[src/rtl/exc_ctrl.sv]
// Exception sequencer for the LEGv8 decode stage: invalid-opcode and IRQ entry, handler residence, ERET return.
// Optional build macro EXC_IRQ_EDGE_EN: sticky, rising-edge pending IRQs (default: pending follows live irq level).
module exc_ctrl #(
  parameter int          N_IRQ    = 4,
  parameter int          PC_W     = 64,
  parameter logic [63:0] VEC_ADDR = 64'h0000_0000_0000_00D8
) (
  input  logic                       clk,
  input  logic                       reset,
  input  logic                       instr_valid,
  input  logic [PC_W-1:0]            pc_in,
  input  logic                       NotAnInstr,
  input  logic                       ERet,
  input  logic [N_IRQ-1:0]           irq,
  output logic                       exc_taken,
  output logic                       flush,
  output logic                       redirect_valid,
  output logic [PC_W-1:0]            redirect_pc,
  output logic [PC_W-1:0]            ELR,
  output logic [3:0]                 EStatus,
  output logic [$clog2(N_IRQ)-1:0]   irq_id,
  output logic                       in_handler,
  output logic                       dbl_fault
);

  // state   | meaning
  // RUN     | normal execution, exceptions may be taken
  // ENTER   | one-cycle flush + redirect to the vector
  // HANDLER | executing the handler, IRQs masked
  // RETURN  | one-cycle flush + redirect to ELR
  typedef enum logic [1:0] {RUN, ENTER, HANDLER, RETURN} state_t;

  localparam int             IW  = $clog2(N_IRQ);
  localparam logic [PC_W-1:0] VEC = PC_W'(VEC_ADDR);

  state_t           state, state_nxt;
  logic [N_IRQ-1:0] pending;
  logic [IW-1:0]    irq_sel;
  logic             take_nai, take_irq, take_eret, set_dbl;

  // lowest set pending index wins
  always_comb begin
    irq_sel = '0;
    for (int i = N_IRQ - 1; i >= 0; i--) begin
      if (pending[i]) irq_sel = IW'(i);
    end
  end

  always_ff @(posedge clk or negedge reset) begin
    if (!reset) state <= RUN;
    else        state <= state_nxt;
  end

  // outputs decode only the registered state, so they behave as registered pulses
  always_comb begin
    state_nxt      = state;
    take_nai       = 1'b0;
    take_irq       = 1'b0;
    take_eret      = 1'b0;
    set_dbl        = 1'b0;
    exc_taken      = 1'b0;
    flush          = 1'b0;
    redirect_valid = 1'b0;
    redirect_pc    = '0;
    in_handler     = 1'b0;
    case (state)
      RUN: begin
        if (instr_valid) begin
          if (NotAnInstr) begin
            take_nai  = 1'b1;
            state_nxt = ENTER;
          end else if (|pending) begin
            take_irq  = 1'b1;
            state_nxt = ENTER;
          end
        end
      end
      ENTER: begin
        exc_taken      = 1'b1;
        flush          = 1'b1;
        redirect_valid = 1'b1;
        redirect_pc    = VEC;
        state_nxt      = HANDLER;
      end
      HANDLER: begin
        in_handler = 1'b1;
        if (instr_valid) begin
          if (NotAnInstr) begin
            set_dbl = 1'b1;
          end else if (ERet) begin
            take_eret = 1'b1;
            state_nxt = RETURN;
          end
        end
      end
      RETURN: begin
        flush          = 1'b1;
        redirect_valid = 1'b1;
        redirect_pc    = ELR;
        state_nxt      = RUN;
      end
      default: state_nxt = RUN;
    endcase
  end

  always_ff @(posedge clk or negedge reset) begin
    if (!reset) begin
      ELR       <= '0;
      EStatus   <= 4'b0000;
      irq_id    <= '0;
      dbl_fault <= 1'b0;
    end else begin
      if (take_nai) begin
        ELR     <= pc_in;
        EStatus <= 4'b0010;
      end else if (take_irq) begin
        ELR     <= pc_in;
        EStatus <= 4'b0001;
        irq_id  <= irq_sel;
      end else if (take_eret) begin
        EStatus <= 4'b0000;
      end
      if (set_dbl) dbl_fault <= 1'b1;
    end
  end

`ifdef EXC_IRQ_EDGE_EN
  logic [N_IRQ-1:0] irq_q;
  logic [N_IRQ-1:0] pending_clr;

  always_comb begin
    pending_clr = '0;
    if (take_irq) pending_clr = N_IRQ'(1) << irq_sel;
  end

  // a new edge on the bit being taken re-arms it
  always_ff @(posedge clk or negedge reset) begin
    if (!reset) begin
      irq_q   <= '0;
      pending <= '0;
    end else begin
      irq_q   <= irq;
      pending <= (pending & ~pending_clr) | (irq & ~irq_q);
    end
  end
`else
  assign pending = irq;
`endif

endmodule
[config.mk]
export PLATFORM = sky130hd
export DESIGN_NAME = exc_ctrl
export DESIGN_NICKNAME = d
export VERILOG_FILES = /design/src/rtl/exc_ctrl.sv
export SDC_FILE = /design/constraint.sdc
export NUM_CORES = 1
export LEC_CHECK = 0
export CAP_MARGIN = 20
export CORE_ASPECT_RATIO = 1.75
export CORE_UTILIZATION = 38
export CTS_CLUSTER_DIAMETER = 30
export DETAILED_ROUTE_END_ITERATION = 8
export PLACE_DENSITY_LB_ADDON = 0.1
export SYNTH_ARGS = -nofsm -noshare
export SYNTH_HDL_FRONTEND = slang
export SYNTH_SLANG_ARGS = --single-unit
[constraint.sdc]
create_clock -name clk -period 2.3 [get_ports clk]
set_input_delay 0.345 -clock clk [delete_from_list [all_inputs] [get_ports clk]]
set_output_delay 0.345 -clock clk [all_outputs]
set_load 0.005 [all_outputs]
Word level (Yosys, flattened, before mapping):

Cells that the tools add are included.

* register bits: 73

* reduce and logical (&&, ||, !) cells: 7
* bitwise operators: 1
* equal/unequal tests: 8
* muxes and demuxes: 32

Operators with widths (number)
* $mux 64: 2
* $pmux 64 s2: 1
* $mux 2: 10
* $mux 1: 15
* $mux 4: 3
* $ne 2x2->1 const B: 4
* $pmux 2 s4: 1
* $reduce_and 5->1: 1
* $eq 2x2->1 const B: 2
* $reduce_or 4->1: 1
* $ne 3x3->1 const B: 1
* $reduce_bool 3->1: 1
* $eq 2x1->1 const B: 1
* $logic_not 2->1: 1
* $reduce_and 2->1: 1
* $reduce_bool 2->1: 1
* $reduce_or 2->1: 1
* $not 1->1: 1

Longest topological paths before layout:

Gate-level depths: netlist of the first run.

* depth after elaboration: 7
* mapped depth: 7

Worst setup path after synthesis of the first run:

No wires, ideal clock.

* path type: input -> register
* from: input port irq[1]
* to: register ELR[0]
* stages: 6
* data arrival time: 1.679 ns
* data required time: 2.175 ns
* slack: 0.496 ns
* cell sequence: or4_4 nor2_2 or2_2 buf_12 buf_12 mux2_4

* word-level cells in the longest chain between the ends: 6

RTL lines
* from (decl): line 14 `input logic [N_IRQ-1:0] irq,`
* $reduce_or 4->1: line 72 `end else if (|pending) begin`
* $mux 1: line 72
* $mux 1: line 69 `if (NotAnInstr) begin`
* $mux 1: line 68 `if (instr_valid) begin`
* $mux 1: line 66 `case (state)`
* $reduce_bool 2->1 (no source line)
* to (signal assigned): line 114 `ELR <= pc_in;`
* to (signal assigned): line 117 `ELR <= pc_in;`
* to (decl): line 19 `output logic [PC_W-1:0] ELR,`

Every way passes these cells.
A chain may end at the register's enable or synchronous reset.

Worst setup path after layout of the first run:

* from: register state[0]
* to: output port redirect_pc[63]

* word-level cells in the longest chain between the ends: 2
* elaborated cells between the ends (all ways): 3
* classes of those cells: eq/ne (2); mux (1)

RTL lines
* from (decl): line 36 `state_t state, state_nxt;`
* from (signal assigned): line 51 `else state <= state_nxt;`
* $eq 2x2->1 or $eq 2x1->1 (tied branches): line 66
* $pmux 64 s2 *: line 66
* to (decl): line 18 `output logic [PC_W-1:0] redirect_pc,`

Mark *: on every way between the ends. The rest lies on a longest branch, timed or not.

==> results of run 1 <==
power by group through the flow:
stage / clock network (mW) / logic [mW] / registers, mW
2_1_floorplan: 0 / 1.94 / 2.37
3_5_place_dp: 0 / 4.35 / 2.45
6_report: 1.26 / 4.33 / 2.42
5_1_grt: 1.36 / 4.66 / 2.52
4_1_cts: 1.30 / 4.37 / 2.44
3_3_place_gp: 0 / 4.26 / 2.43
worst max path at each step:
| stage | to | slack (ns) |
|---|---|---|
| after floorplan | ELR[0] | 0.50 |
| after global placement | ELR[61] | -0.002 |
| after detailed placement | ELR[63] | -0.03 |
| after CTS | redirect_pc[29] | 0.002 |
| after global routing | redirect_pc[19] | -0.03 |
| final | redirect_pc[63] | 0.1 |
final cells by class:
class,count,area share
clock inverters,3,0.002894
clock buffers,13,0.04300
repair buffers,222,0.3732
well taps,120,0.02481
flip-flops and latches,71,0.2936
inverters,2,0.001240
multi-input cells,161,0.2613
cells by family (layout without fill, tap and decap cells):
family / after synthesis / count (layout) / synth area share
other: 1 / 2 / 0.001058
and+or+nand+nor: 77 / 77 / 0.1309
buffers and inverters: 19 / 240 / 0.05540
AOI/OAI and AO/OA: 13 / 13 / 0.02752
DFF: 71 / 71 / 0.5011
adders and majority gates: 4 / 4 / 0.01411
muxes: 65 / 65 / 0.2699
flip-flops by register name (all words and copies together), names as in the netlist:
name,flops
ELR,64
EStatus,2
irq_id,2
state,2
dbl_fault,1
routing by layer:
layer  wire [µm]  vias to the layer above  track usage  part of all wire
met5           0                        -            0                 0
met3         583                        7      0.04710             0.066
met4          87                        0      0.06659            0.0098
met2        4760                      117       0.3238              0.54
met1        3430                     1277       0.2219              0.39
li1            -                     1268            -                 -
cells in the final DEF, fill, tap and decap left out, types with 3 or more instances in the layout:
master,n
and2_1,60
mux2_1,5
buf_12,5
a21o_1,4
a21oi_1,3
clkbuf_16,9
dfrtp_1,71
clkdlybuf4s50_1,208
nor2_1,3
nand2_1,4
nand3_1,4
ha_1,3
buf_4,6
mux2_4,60
worst reg2reg max path, stage by stage, from the launching register on:
cell	delay, ns
dfrtp_1	0.41
inv_1	0.09
ha_1	0.27
nand2_1	0.11
or2_4	0.34
buf_12	0.19
mux2_4	0.30
through the flow:
stage,setup TNS (ns),setup WS [ns],instances
6_report,0,0.09924,592
5_1_grt,-0.2351,-0.02675,592
4_1_cts,0,0.002451,592
3_5_place_dp,-0.7459,-0.03476,576
3_3_place_gp,-0.02001,-0.002099,576
2_1_floorplan,0,0.4960,251
what timing repair did:
action / in CTS / in global routing
endpoints found under the setup margin: 0 / 62
resized for setup: 0 / 3
hold endpoints to repair: 0 / 0
==> impl_metrics.py, run 1 <==
metrics = {
    "setup_path": {
        "r2r_end": "ELR[60]",
        "cpMaxStageDelayCell": "clkdlybuf4s50_1",
        "worstSetupEndpointType": "output port",
        "critPathLaunch": "state[0]",
        "critPathTopFamily": "buffers and inverters",
        "worstSetupPathType": "register to output port",
        "arrival_ns": 1.86,
        "crit_chain": "ha_2 > buf_6 > and2_1 > clkdlybuf4s50_1",
        "critPathBufInv": 2,
        "cp.required_ns": 1.96,
        "critPathLaunchType": "register",
        "r2r_slack_ns": 0.47,
        "crit_cells": 4,
        "cp_max_fo": 31,
        "r2r_start": "state[0]",
        "r2r_cells": 6,
        "slowest_delay_ns": 0.50,
    },
    "timing": {
        "max_freq_mhz": 454.4,
        "clock-skew-final_ns": 0.004747,
        "report.final.slew_viol_count": 0,
        "period_minus_slack_ns": 2.201,
        "finalHoldViolCount": 0,
        "finalSetupViolCount": 0,
        "rsz0062_at_grt": "yes",
        "period_share": 0.9569,
        "holdWs_ns": 0.02549,
    },
    "yosys": {
        "avgSynthCellArea_um2": 14.18,
        "ys_top_cells_by_count": "dfrtp_1 (71), and2_1 (60), mux2_4 (60)",
        "synth_edf_count": 0,
        "ys_seq_area_frac": 0.5011,
        "yosysMostFrequentCell": "dfrtp_1",
        "yosys_most_used_dff": "dfrtp_1",
        "synth.area.top_cells": "dfrtp_1 (50%), mux2_4 (25%), and2_1 (11%), buf_12 (4.0%), mux2_1 (1.6%)",
        "yosys_warnings": 0,
        "async_flop_share": 1.000,
        "ys_ff_latch": 71,
        "syn_area_um2": 3546,
        "synthCells": 250,
        "ys_types": 25,
        "synth_top_area_cell": "dfrtp_1",
        "synth_top_area_share": 0.5011,
    },
    "cells_and_area": {
        "fillers": 732,
        "final_util": 0.6698,
        "ff_latch_area_um2": 1777,
        "final_nets": 544,
        "syn2layout_area_growth_pct": 70.68,
        "n_antenna_cell": 0,
        "drive_gt1_frac": 0.2013,
        "fin_area_um2": 6052,
        "multi_input_area_um2": 1582,
    },
    "placement": {
        "numPortBuffers": 209,
        "post-dp-hpwl_mm": 6.922,
        "placed_area_um2": 5763,
        "gp_congestion": 0.7146,
    },
    "floorplanning": {
        "die_h_um": 129.8,
        "die_area_um2": 9736,
        "core.rowCount": 46,
        "fp.dieW_um": 75.02,
        "core-area_um2": 9036,
        "io_pins": 212,
        "initial_core_util": 0.3924,
    },
    "power": {
        "power_density_nw_per_um2": 1323,
        "p_total_mw": 8.009,
        "ir_worst_vdd_mv": 0.6141,
        "p_switching_mw": 2.211,
        "sequentialPowerShare": 0.302,
        "clkPwrFrac": 0.157,
        "p_int_mw": 5.798,
        "leakagePower_nw": 2.742,
        "sw_frac_of_total": 0.2761,
        "p_comb_frac": 0.541,
    },
    "detailed_routing": {
        "wl_per_cell_um": 14.97,
        "dr.pass1.iters": 6,
        "via_per_inst": 4.508,
        "drt_wl_total_mm": 8.860,
        "drt_iter0_drc": 108,
        "antenna_left": 0,
        "via_count": 2669,
        "drc_errors": 0,
    },
    "global_routing": {
        "grt_pass1_wl_mm": 13.45,
        "track_usage": 0.1878,
        "grt_max_degree": 72,
        "grt.overflow.total": 0,
        "antenna_found_initial": 0,
        "grt_pass1_vias": 2645,
    },
    "flow_run": {
        "maxCapViolations": 0,
    },
    "clocking": {
        "root_buffer": "clkbuf_16",
        "cts.htree.levels": 3,
        "postCtsHoldBufs": 0,
        "clockBufferDepth": 2,
        "cts_setup_buffers": 0,
        "cts_buffers": 9,
        "cts_sinks": 71,
        "cts_tree": "built",
        "path_clk_slew_ns": 0.05,
        "clock_latency_ns": 0.32,
    },
    "status": {
        "status": "complete, no violations",
    },
    "min_path": {
        "min_path_type": "input port to asynchronous set/reset pin",
    },
}
Power figures use the tool's default switching activity.
==> run 2, diff against run 1 <==
Settings changed: MAX_ROUTING_LAYER set to met4.
==> impl_metrics.py, run 2 (same netlist as run 1, synthesis figures left out) <==
metrics = {
    "status": {
        "status": "complete, no violations",
    },
    "global_routing": {
        "grt_max_degree": 72,
        "antenna_found_initial": 0,
        "grt_pass1_vias": 2646,
        "grt.overflow.total": 0,
        "grt_pass1_wl_mm": 13.41,
        "track_usage": 0.1928,
    },
    "setup_path": {
        "r2r_cells": 6,
        "crit_chain": "ha_2 > buf_6 > and2_1 > clkdlybuf4s50_1",
        "crit_cells": 4,
        "slowest_delay_ns": 0.50,
        "critPathBufInv": 2,
        "arrival_ns": 1.85,
        "critPathLaunchType": "register",
        "critPathTopFamily": "buffers and inverters",
        "cp.required_ns": 1.96,
        "cp_max_fo": 31,
        "worstSetupEndpointType": "output port",
        "cpMaxStageDelayCell": "clkdlybuf4s50_1",
        "worstSetupPathType": "register to output port",
    },
    "cells_and_area": {
        "final_nets": 544,
        "final_util": 0.6698,
        "largest_reg_flops": 64,
        "drive_gt1_frac": 0.2013,
        "syn2layout_area_growth_pct": 70.68,
        "n_antenna_cell": 0,
        "final_common_cell": "clkdlybuf4s50_1",
        "layout_common_cells": "clkdlybuf4s50_1 (208), dfrtp_1 (71), and2_1 (60), mux2_4 (60), clkbuf_16 (9)",
        "top_register": "ELR",
    },
    "timing": {
        "rsz0062_at_grt": "yes",
        "period_minus_slack_ns": 2.200,
        "report.final.slew_viol_count": 0,
        "clock-skew-final_ns": 0.005097,
        "max_freq_mhz": 454.5,
        "finalSetupViolCount": 0,
        "period_share": 0.9565,
        "finalHoldViolCount": 0,
    },
    "power": {
        "power_density_nw_per_um2": 1324,
        "p_total_mw": 8.010,
        "leakagePower_nw": 2.742,
        "ir_worst_vdd_mv": 0.6131,
    },
    "floorplanning": {
        "initial_core_util": 0.3924,
        "die_h_um": 129.8,
        "core-area_um2": 9036,
        "io_pins": 212,
        "fp.dieW_um": 75.02,
        "die_area_um2": 9736,
        "core.rowCount": 46,
    },
    "clocking": {
        "cts_sinks": 71,
        "cts_buffers": 9,
        "clock_latency_ns": 0.32,
        "cts.htree.levels": 3,
        "cts_tree": "built",
        "clockBufferDepth": 2,
        "cts_setup_buffers": 0,
        "postCtsHoldBufs": 0,
        "root_buffer": "clkbuf_16",
        "ctsResizeCount": 0,
        "path_clk_slew_ns": 0.05,
    },
    "placement": {
        "numPortBuffers": 209,
        "post-dp-hpwl_mm": 6.922,
        "gp_congestion": 0.7229,
    },
    "detailed_routing": {
        "via_count": 2678,
        "drc_errors": 0,
        "wl_per_cell_um": 14.96,
        "dr.pass1.iters": 6,
        "drt_iter0_drc": 90,
        "via_per_inst": 4.524,
        "drt_wl_total_mm": 8.857,
        "antenna_left": 0,
    },
    "flow_run": {
        "maxCapViolations": 0,
    },
    "min_path": {
        "min_path_type": "input port to asynchronous set/reset pin",
    },
}
[run 2: metrics by stage]
step	hold WS (ns)	TNS (ns)	worst slack, ns	area (µm²)	cells
floorplan	0.04941	0	0.4960	3550	251
global placement	0.4013	-0.02001	-0.002099	5763	576
detailed placement	0.3993	-0.7459	-0.03476	5763	576
CTS	0.04824	0	0.002451	6041	592
global route	0.05648	-0.2083	-0.02558	6052	592
finish	0.02083	0	0.1000	6052	592
[run 2: cell type report]
class                           count  area (µm²)
Fill cell                         732        2984
Timing Repair Buffer              222        2258
Clock buffer                       13       260.3
Multi-Input combinational cell    161        1582
Inverter                            2       7.507
Tap cell                          120       150.1
Clock inverter                      3       17.52
Sequential cell                    71        1777
[run 2: routing by layer]
layer,part of all wire,GRT usage
met1,0.39,0.2229
met2,0.54,0.3264
met3,0.060,0.04170
met4,0.013,0.06326
met5,0,-
[run 2: where the power goes]
group | switching (mW) | internal, mW | total, mW | leakage, nW
Clock | 0.471 | 0.784 | 1.26 | 0.136
Combinational | 1.22 | 3.11 | 4.33 | 1.77
Sequential | 0.524 | 1.90 | 2.42 | 0.837
Total | 2.21 | 5.80 | 8.01 | 2.74
[run 2: worst paths after layout]
path / start / to / slack [ns]
setup reg to reg: state[0] / ELR[60] / 0.48
hold / removal: reset / ELR[48] / 0.02
hold reg to reg: dbl_fault / dbl_fault / 0.47
setup / recovery: state[0] / redirect_pc[63] / 0.10
min in group clk: dbl_fault / dbl_fault / 0.47
max in group asynchronous: reset / ELR[29] / 1.95
